[src/rtl/tone_pkg.sv]
// rtl/tone_pkg.sv - shared types, defaults and helpers for the poly tone generator
package tone_pkg;

    localparam int CNT_W_DEF = 26;
    localparam int CH_W_MAX  = 8;

    // Note command as it arrives from the key decoder
    typedef struct packed {
        logic [CH_W_MAX-1:0]  ch;
        logic [CNT_W_DEF-1:0] half_period;
        logic                 gate;
    } note_cmd_t;

    typedef enum logic {
        CH_IDLE = 1'b0,
        CH_RUN  = 1'b1
    } ch_state_t;

    // Number of set bits in a word of up to 32 channels
    function automatic int unsigned popcount(input logic [31:0] v);
        int unsigned n;
        n = 0;
        for (int i = 0; i < 32; i++) begin
            n += 32'(v[i]);
        end
        return n;
    endfunction

endpackage

[src/rtl/tone_channel.sv]
// rtl/tone_channel.sv - one square-wave channel with run/idle FSM and deferred retune slot
module tone_channel
    import tone_pkg::*;
#(
    parameter int CNT_W = CNT_W_DEF
) (
    input  logic             clk,
    input  logic             rst_n,
    input  logic             cmd_valid,
    input  logic             cmd_on,
    input  logic [CNT_W-1:0] cmd_hp,
    output logic             tone,
    output logic             active,
    output logic             pending
);

    ch_state_t        state_q, state_d;
    logic [CNT_W-1:0] cnt_q, cnt_d;
    logic [CNT_W-1:0] hp_q, hp_d;
    logic [CNT_W-1:0] pend_hp_q, pend_hp_d;
    logic             tone_q, tone_d;
    logic             pend_q, pend_d;
    logic             pend_on_q, pend_on_d;
    logic             wrap;
    logic             fall;

    // End of a half period; a falling edge is the only point where new settings may land
    assign wrap = (cnt_q == hp_q - CNT_W'(1));
    assign fall = (state_q == CH_RUN) && wrap && tone_q;

    // State, counter, tone and pending-slot registers
    always_ff @(posedge clk or negedge rst_n) begin
        if (!rst_n) begin
            state_q   <= CH_IDLE;
            cnt_q     <= '0;
            hp_q      <= '0;
            pend_hp_q <= '0;
            tone_q    <= 1'b0;
            pend_q    <= 1'b0;
            pend_on_q <= 1'b0;
        end else begin
            state_q   <= state_d;
            cnt_q     <= cnt_d;
            hp_q      <= hp_d;
            pend_hp_q <= pend_hp_d;
            tone_q    <= tone_d;
            pend_q    <= pend_d;
            pend_on_q <= pend_on_d;
        end
    end

    // Next state: idle channels start at once, running channels defer commands to the falling edge
    always_comb begin
        state_d   = state_q;
        cnt_d     = cnt_q;
        hp_d      = hp_q;
        tone_d    = tone_q;
        pend_d    = pend_q;
        pend_hp_d = pend_hp_q;
        pend_on_d = pend_on_q;
        if (state_q == CH_IDLE) begin
            if (cmd_valid && cmd_on) begin
                state_d = CH_RUN;
                hp_d    = cmd_hp;
                cnt_d   = '0;
                tone_d  = 1'b0;
            end
        end else begin
            if (wrap) begin
                cnt_d  = '0;
                tone_d = !tone_q;
            end else begin
                cnt_d = cnt_q + CNT_W'(1);
            end
            if (fall && pend_q) begin
                pend_d = 1'b0;
                cnt_d  = '0;
                tone_d = 1'b0;
                if (pend_on_q) begin
                    hp_d = pend_hp_q;
                end else begin
                    state_d = CH_IDLE;
                end
            end
            // Only reachable with the slot empty, so a same-cycle falling edge leaves it waiting
            if (cmd_valid) begin
                pend_d    = 1'b1;
                pend_hp_d = cmd_hp;
                pend_on_d = cmd_on;
            end
        end
    end

    assign tone    = tone_q;
    assign active  = (state_q == CH_RUN);
    assign pending = pend_q;

endmodule

[src/rtl/poly_tone_gen.sv]
// rtl/poly_tone_gen.sv - multi-channel square-wave tone generator; POLY_TONE_GEN_OCTAVE_SHIFT_EN adds octave_down
module poly_tone_gen
    import tone_pkg::*;
#(
    parameter  int CNT_W  = CNT_W_DEF,
    parameter  int NUM_CH = 4,
    localparam int CH_W   = (NUM_CH > 1) ? $clog2(NUM_CH) : 1,
    localparam int MIX_W  = $clog2(NUM_CH + 1)
) (
    input  logic              clk,
    input  logic              rst_n,
    input  logic              note_valid,
    output logic              note_ready,
    input  logic [CH_W-1:0]   note_ch,
    input  logic [CNT_W-1:0]  note_half_period,
    input  logic              note_gate,
`ifdef POLY_TONE_GEN_OCTAVE_SHIFT_EN
    input  logic [1:0]        octave_down,
`endif
    output logic [NUM_CH-1:0] tone_out,
    output logic [NUM_CH-1:0] active_mask,
    output logic [MIX_W-1:0]  mix_level
);

    logic [CNT_W-1:0]  hp_eff;
    logic              cmd_on;
    logic              xfer;
    logic [NUM_CH-1:0] pending;

`ifdef POLY_TONE_GEN_OCTAVE_SHIFT_EN
    logic [CNT_W+2:0] hp_wide;

    // Shift down by octaves lengthens the half period; clamp rather than wrap
    assign hp_wide = {3'b000, note_half_period} << octave_down;
    assign hp_eff  = (|hp_wide[CNT_W+2:CNT_W]) ? {CNT_W{1'b1}} : hp_wide[CNT_W-1:0];
`else
    assign hp_eff = note_half_period;
`endif

    assign cmd_on = note_gate && (hp_eff != '0);
    assign xfer   = note_valid && note_ready;

    // Ready follows the target channel's pending slot; channels beyond NUM_CH swallow commands
    always_comb begin
        note_ready = 1'b1;
        for (int i = 0; i < NUM_CH; i++) begin
            if (32'(note_ch) == i) begin
                note_ready = !pending[i];
            end
        end
    end

    for (genvar g = 0; g < NUM_CH; g++) begin : g_ch
        tone_channel #(
            .CNT_W (CNT_W)
        ) u_ch (
            .clk       (clk),
            .rst_n     (rst_n),
            .cmd_valid (xfer && (32'(note_ch) == g)),
            .cmd_on    (cmd_on),
            .cmd_hp    (hp_eff),
            .tone      (tone_out[g]),
            .active    (active_mask[g]),
            .pending   (pending[g])
        );
    end

    // Registered count of high channels for the mixer
    always_ff @(posedge clk or negedge rst_n) begin
        if (!rst_n) begin
            mix_level <= '0;
        end else begin
            mix_level <= MIX_W'(popcount(32'(tone_out)));
        end
    end

endmodule

[config.mk]
export PLATFORM = sky130hd
export DESIGN_NAME = poly_tone_gen
export DESIGN_NICKNAME = d
export VERILOG_FILES = /design/src/rtl/tone_pkg.sv /design/src/rtl/tone_channel.sv /design/src/rtl/poly_tone_gen.sv
export SDC_FILE = /design/constraint.sdc
export NUM_CORES = 1
export LEC_CHECK = 0
export BUFFER_PORTS_ARGS = -buffer_cell sky130_fd_sc_hd__buf_2
export CORE_MARGIN = 2
export CORE_UTILIZATION = 54
export DETAILED_ROUTE_END_ITERATION = 8
export MAX_ROUTING_LAYER = met4
export PLACE_DENSITY = 0.71
export SLEW_MARGIN = 20
export SYNTH_ARGS = -nofsm -noshare
export SYNTH_HDL_FRONTEND = slang
export SYNTH_HIERARCHICAL = 1
export SYNTH_SLANG_ARGS = --single-unit
[constraint.sdc]
create_clock -name clk -period 6.3 [get_ports clk]
set_clock_uncertainty 0.15 [all_clocks]
set_input_delay 0.63 -clock clk [delete_from_list [all_inputs] [get_ports clk]]
set_output_delay 0.63 -clock clk [all_outputs]
set_load 0.03 [all_outputs]
==> impl_metrics.ini <==
[global_routing]
grt_max_degree = 169
track_usage_pct = 26.13
grt_overflow = 0
grt_pass1_wl_um = 77490
antenna_found_initial = 0
grt_pass1_vias = 14330

[final_layout]
final_nets = 1933
syn_to_final_growth_pct = 9.363
final_common_cell = dfrtp_1
layout_common_cells = 330 x dfrtp_1, 195 x mux2_2, 123 x nand2_1
fillCellCount = 2917
diodes = 0
fin_util_pct = 60.13
drive_gt1_share_pct = 22.36

[logic_synthesis]
netlist_instances = 1883
yosys.area.top_type = dfrtp_1
ys_seq_area_share_pct = 42.25
netlist.area_leader.share_pct = 42.25
ys_warn_count = 6
synthFlopType = dfrtp_1
synth_nets = 1926
synth.ff_latch_count = 331
mappedNetlistArea_mm2 = 0.01960
synthDistinctLibCells = 97
synth_area_leaders = dfrtp_1 42%, mux2_2 11%, mux2_4 3.8%
synth.avg_cell_area_um2 = 10.41
synth_edf_count = 0
async_reset_ff_share_pct = 100.0

[drt]
drt_first_pass_iters = 5
drt_iter0_drc = 981
post_drt_wl_per_cell_um = 19.88
dr_total_vias = 14710
drc = 0
ant_nets = 0
post_drt_via_cell_ratio = 6.181
routed_wirelength_um = 47330

[place]
pre_cts_ws_ns = 2.132
gp_congestion = 0.8789
hpwl_um = 31900
portBuffers = 43

[worst_setup_path]
slowest_stage = or4_1
r2r_cells = 9
cpMostUsedCell = or4_4
r2r_end = g_ch[0].u_ch/hp_q[3]
crit_chain = or4_1 -> or4_4 -> nor4_1 -> nor3b_1 -> a21oi_1 -> or4_4 -> o31ai_4 -> nand2_4 -> mux2_4
cp-end-kind = register
crit_family = simple AND/OR/NAND/NOR gates
slowest_delay_ns = 0.69
cp_num_buf_inv = 0
crit_arrival_ns = 4.43
path_class = reg2reg
r2r_slack_ns = 2.15
worstReg2RegStart = g_ch[0].u_ch/hp_q[9]
worstPathMaxFanout = 26
crit_cells = 9
crit_required_ns = 6.58
crit_path_start_kind = register

[clock_tree]
clockRootBuffer = clkbuf_16
cts_resized = 0
cts_sinks = 331
path_clk_slew_ns = 0.06
cts.htree.levels = 2
clk_latency_ns = 0.55
cts_max_path_buffers = 3
cts_made_buffers = 38
cts_hold_buf = 0
cts_tree = done
postCtsSetupRepairBufs = 0

[timing]
fmax_mhz = 241.0
drv_slew = 0
finalWorstSetupSlack_ns = 2.151
rsz0062_at_grt = false
tightest_slew_ns = 0.9909
finalSetupTns_ns = 0
finalCriticalPeriod_ns = 4.149
slew_headroom_pct = 33.94
whs_ns = 0.002124
setup_viol = 0
hold_viol_final = 0
finalCritPeriodShare_pct = 65.85

[run]
max_cap_viol_count = 0

[power]
ir_worst_vdd_uv = 227.0
power_density_mw_per_mm2 = 278.0
p_leak_uw = 0.009475
total_power_uw = 5960

[floorplan]
fp-row-count = 69
core_mm2 = 0.03566
dieArea_mm2 = 0.03784
initial_core_util_pct = 54.98
die_w_um = 194.5
dieHeight_um = 194.5
ioPinCount = 44

[min_path]
hold_path.class = in2async

[outcome]
status = complete, no violations
-- kinds of logic (layout without fill, tap and decap cells) --
| group | after synthesis | count (layout) | share of synthesized area [%] |
|---|---|---|---|
| compound gates | 275 | 275 | 10.51 |
| xor+xnor | 158 | 158 | 7.059 |
| fa+ha+maj | 11 | 11 | 0.7404 |
| buf+inv | 157 | 193 | 3.708 |
| flops | 331 | 331 | 42.25 |
| mux | 277 | 277 | 16.73 |
| simple gates | 674 | 674 | 19.00 |
-- power by group --
part | total, µW | internal (µW) | switching [µW]
logic | 891 | 427 | 464
registers | 2670 | 2320 | 348
clock network | 2400 | 1480 | 921
total | 5960 | 4230 | 1730
-- how the worst max path moves through the flow --
stage                                        to  slack (ns)            startpoint
after detailed placement  g_ch[1].u_ch/hp_q[18]        2.13  g_ch[1].u_ch/hp_q[0]
after global routing      g_ch[0].u_ch/hp_q[25]        1.93  g_ch[0].u_ch/hp_q[9]
after global placement    g_ch[0].u_ch/hp_q[25]        2.21  g_ch[0].u_ch/hp_q[2]
after floorplan           g_ch[0].u_ch/hp_q[12]        2.52  g_ch[0].u_ch/hp_q[9]
after CTS                  g_ch[1].u_ch/hp_q[2]        2.12  g_ch[1].u_ch/hp_q[0]
final                      g_ch[0].u_ch/hp_q[3]        2.15  g_ch[0].u_ch/hp_q[9]
-- cell usage after synthesis, types with 11 or more instances --
library cell	count
a21oi_1	40
a22o_1	14
a31oi_1	14
a41oi_1	12
and2_1	11
and3_1	30
buf_6	12
clkbuf_1	60
dfrtp_1	331
inv_1	65
mux2_2	195
mux2_4	50
mux2i_1	31
nand2_1	125
nand2b_1	14
nand3_1	98
nand4_1	24
nand4b_1	23
nor2_1	114
nor2b_1	13
nor3_1	52
nor4_1	42
o211a_1	16
o21a_1	14
o21ai_0	49
o311ai_0	24
or2_2	13
or3_1	31
or4_1	18
xnor2_1	85
xor2_1	73
-- registers in the layout, summed over array words and instances, names as in the netlist --
signal,count
g_ch.u_ch/cnt_q,104
g_ch.u_ch/hp_q,104
g_ch.u_ch/pend_hp_q,104
g_ch.u_ch/active,4
g_ch.u_ch/pend_on_q,4
g_ch.u_ch/pending,4
g_ch.u_ch/tone,4
mix_level,3
-- layout make-up --
type                            instances  area [µm²]  area share [%]
Clock buffer                           47        1089           5.077
Clock inverter                         22       281.5           1.313
Inverter                               65       244.0           1.138
Multi-Input combinational cell       1395       10610           49.47
Sequential cell                       331        8284           38.64
Tap cell                              461       576.8           2.690
Timing Repair Buffer                   59       357.8           1.669
-- metrics by stage --
step / cells / area (µm²)
global placement: 2311 / 20060
finish: 2380 / 21440
global route: 2380 / 21440
detailed placement: 2311 / 20060
CTS: 2380 / 21430
floorplan: 1883 / 19600
-- per-layer routing --
metal  share of wire [%]  track usage, %
met4                 2.8           8.433
met1                  47           36.35
met2                  46           40.36
met3                 4.2           2.707
met5                   0               -
No activity file was read; power rests on OpenSTA's default activity.
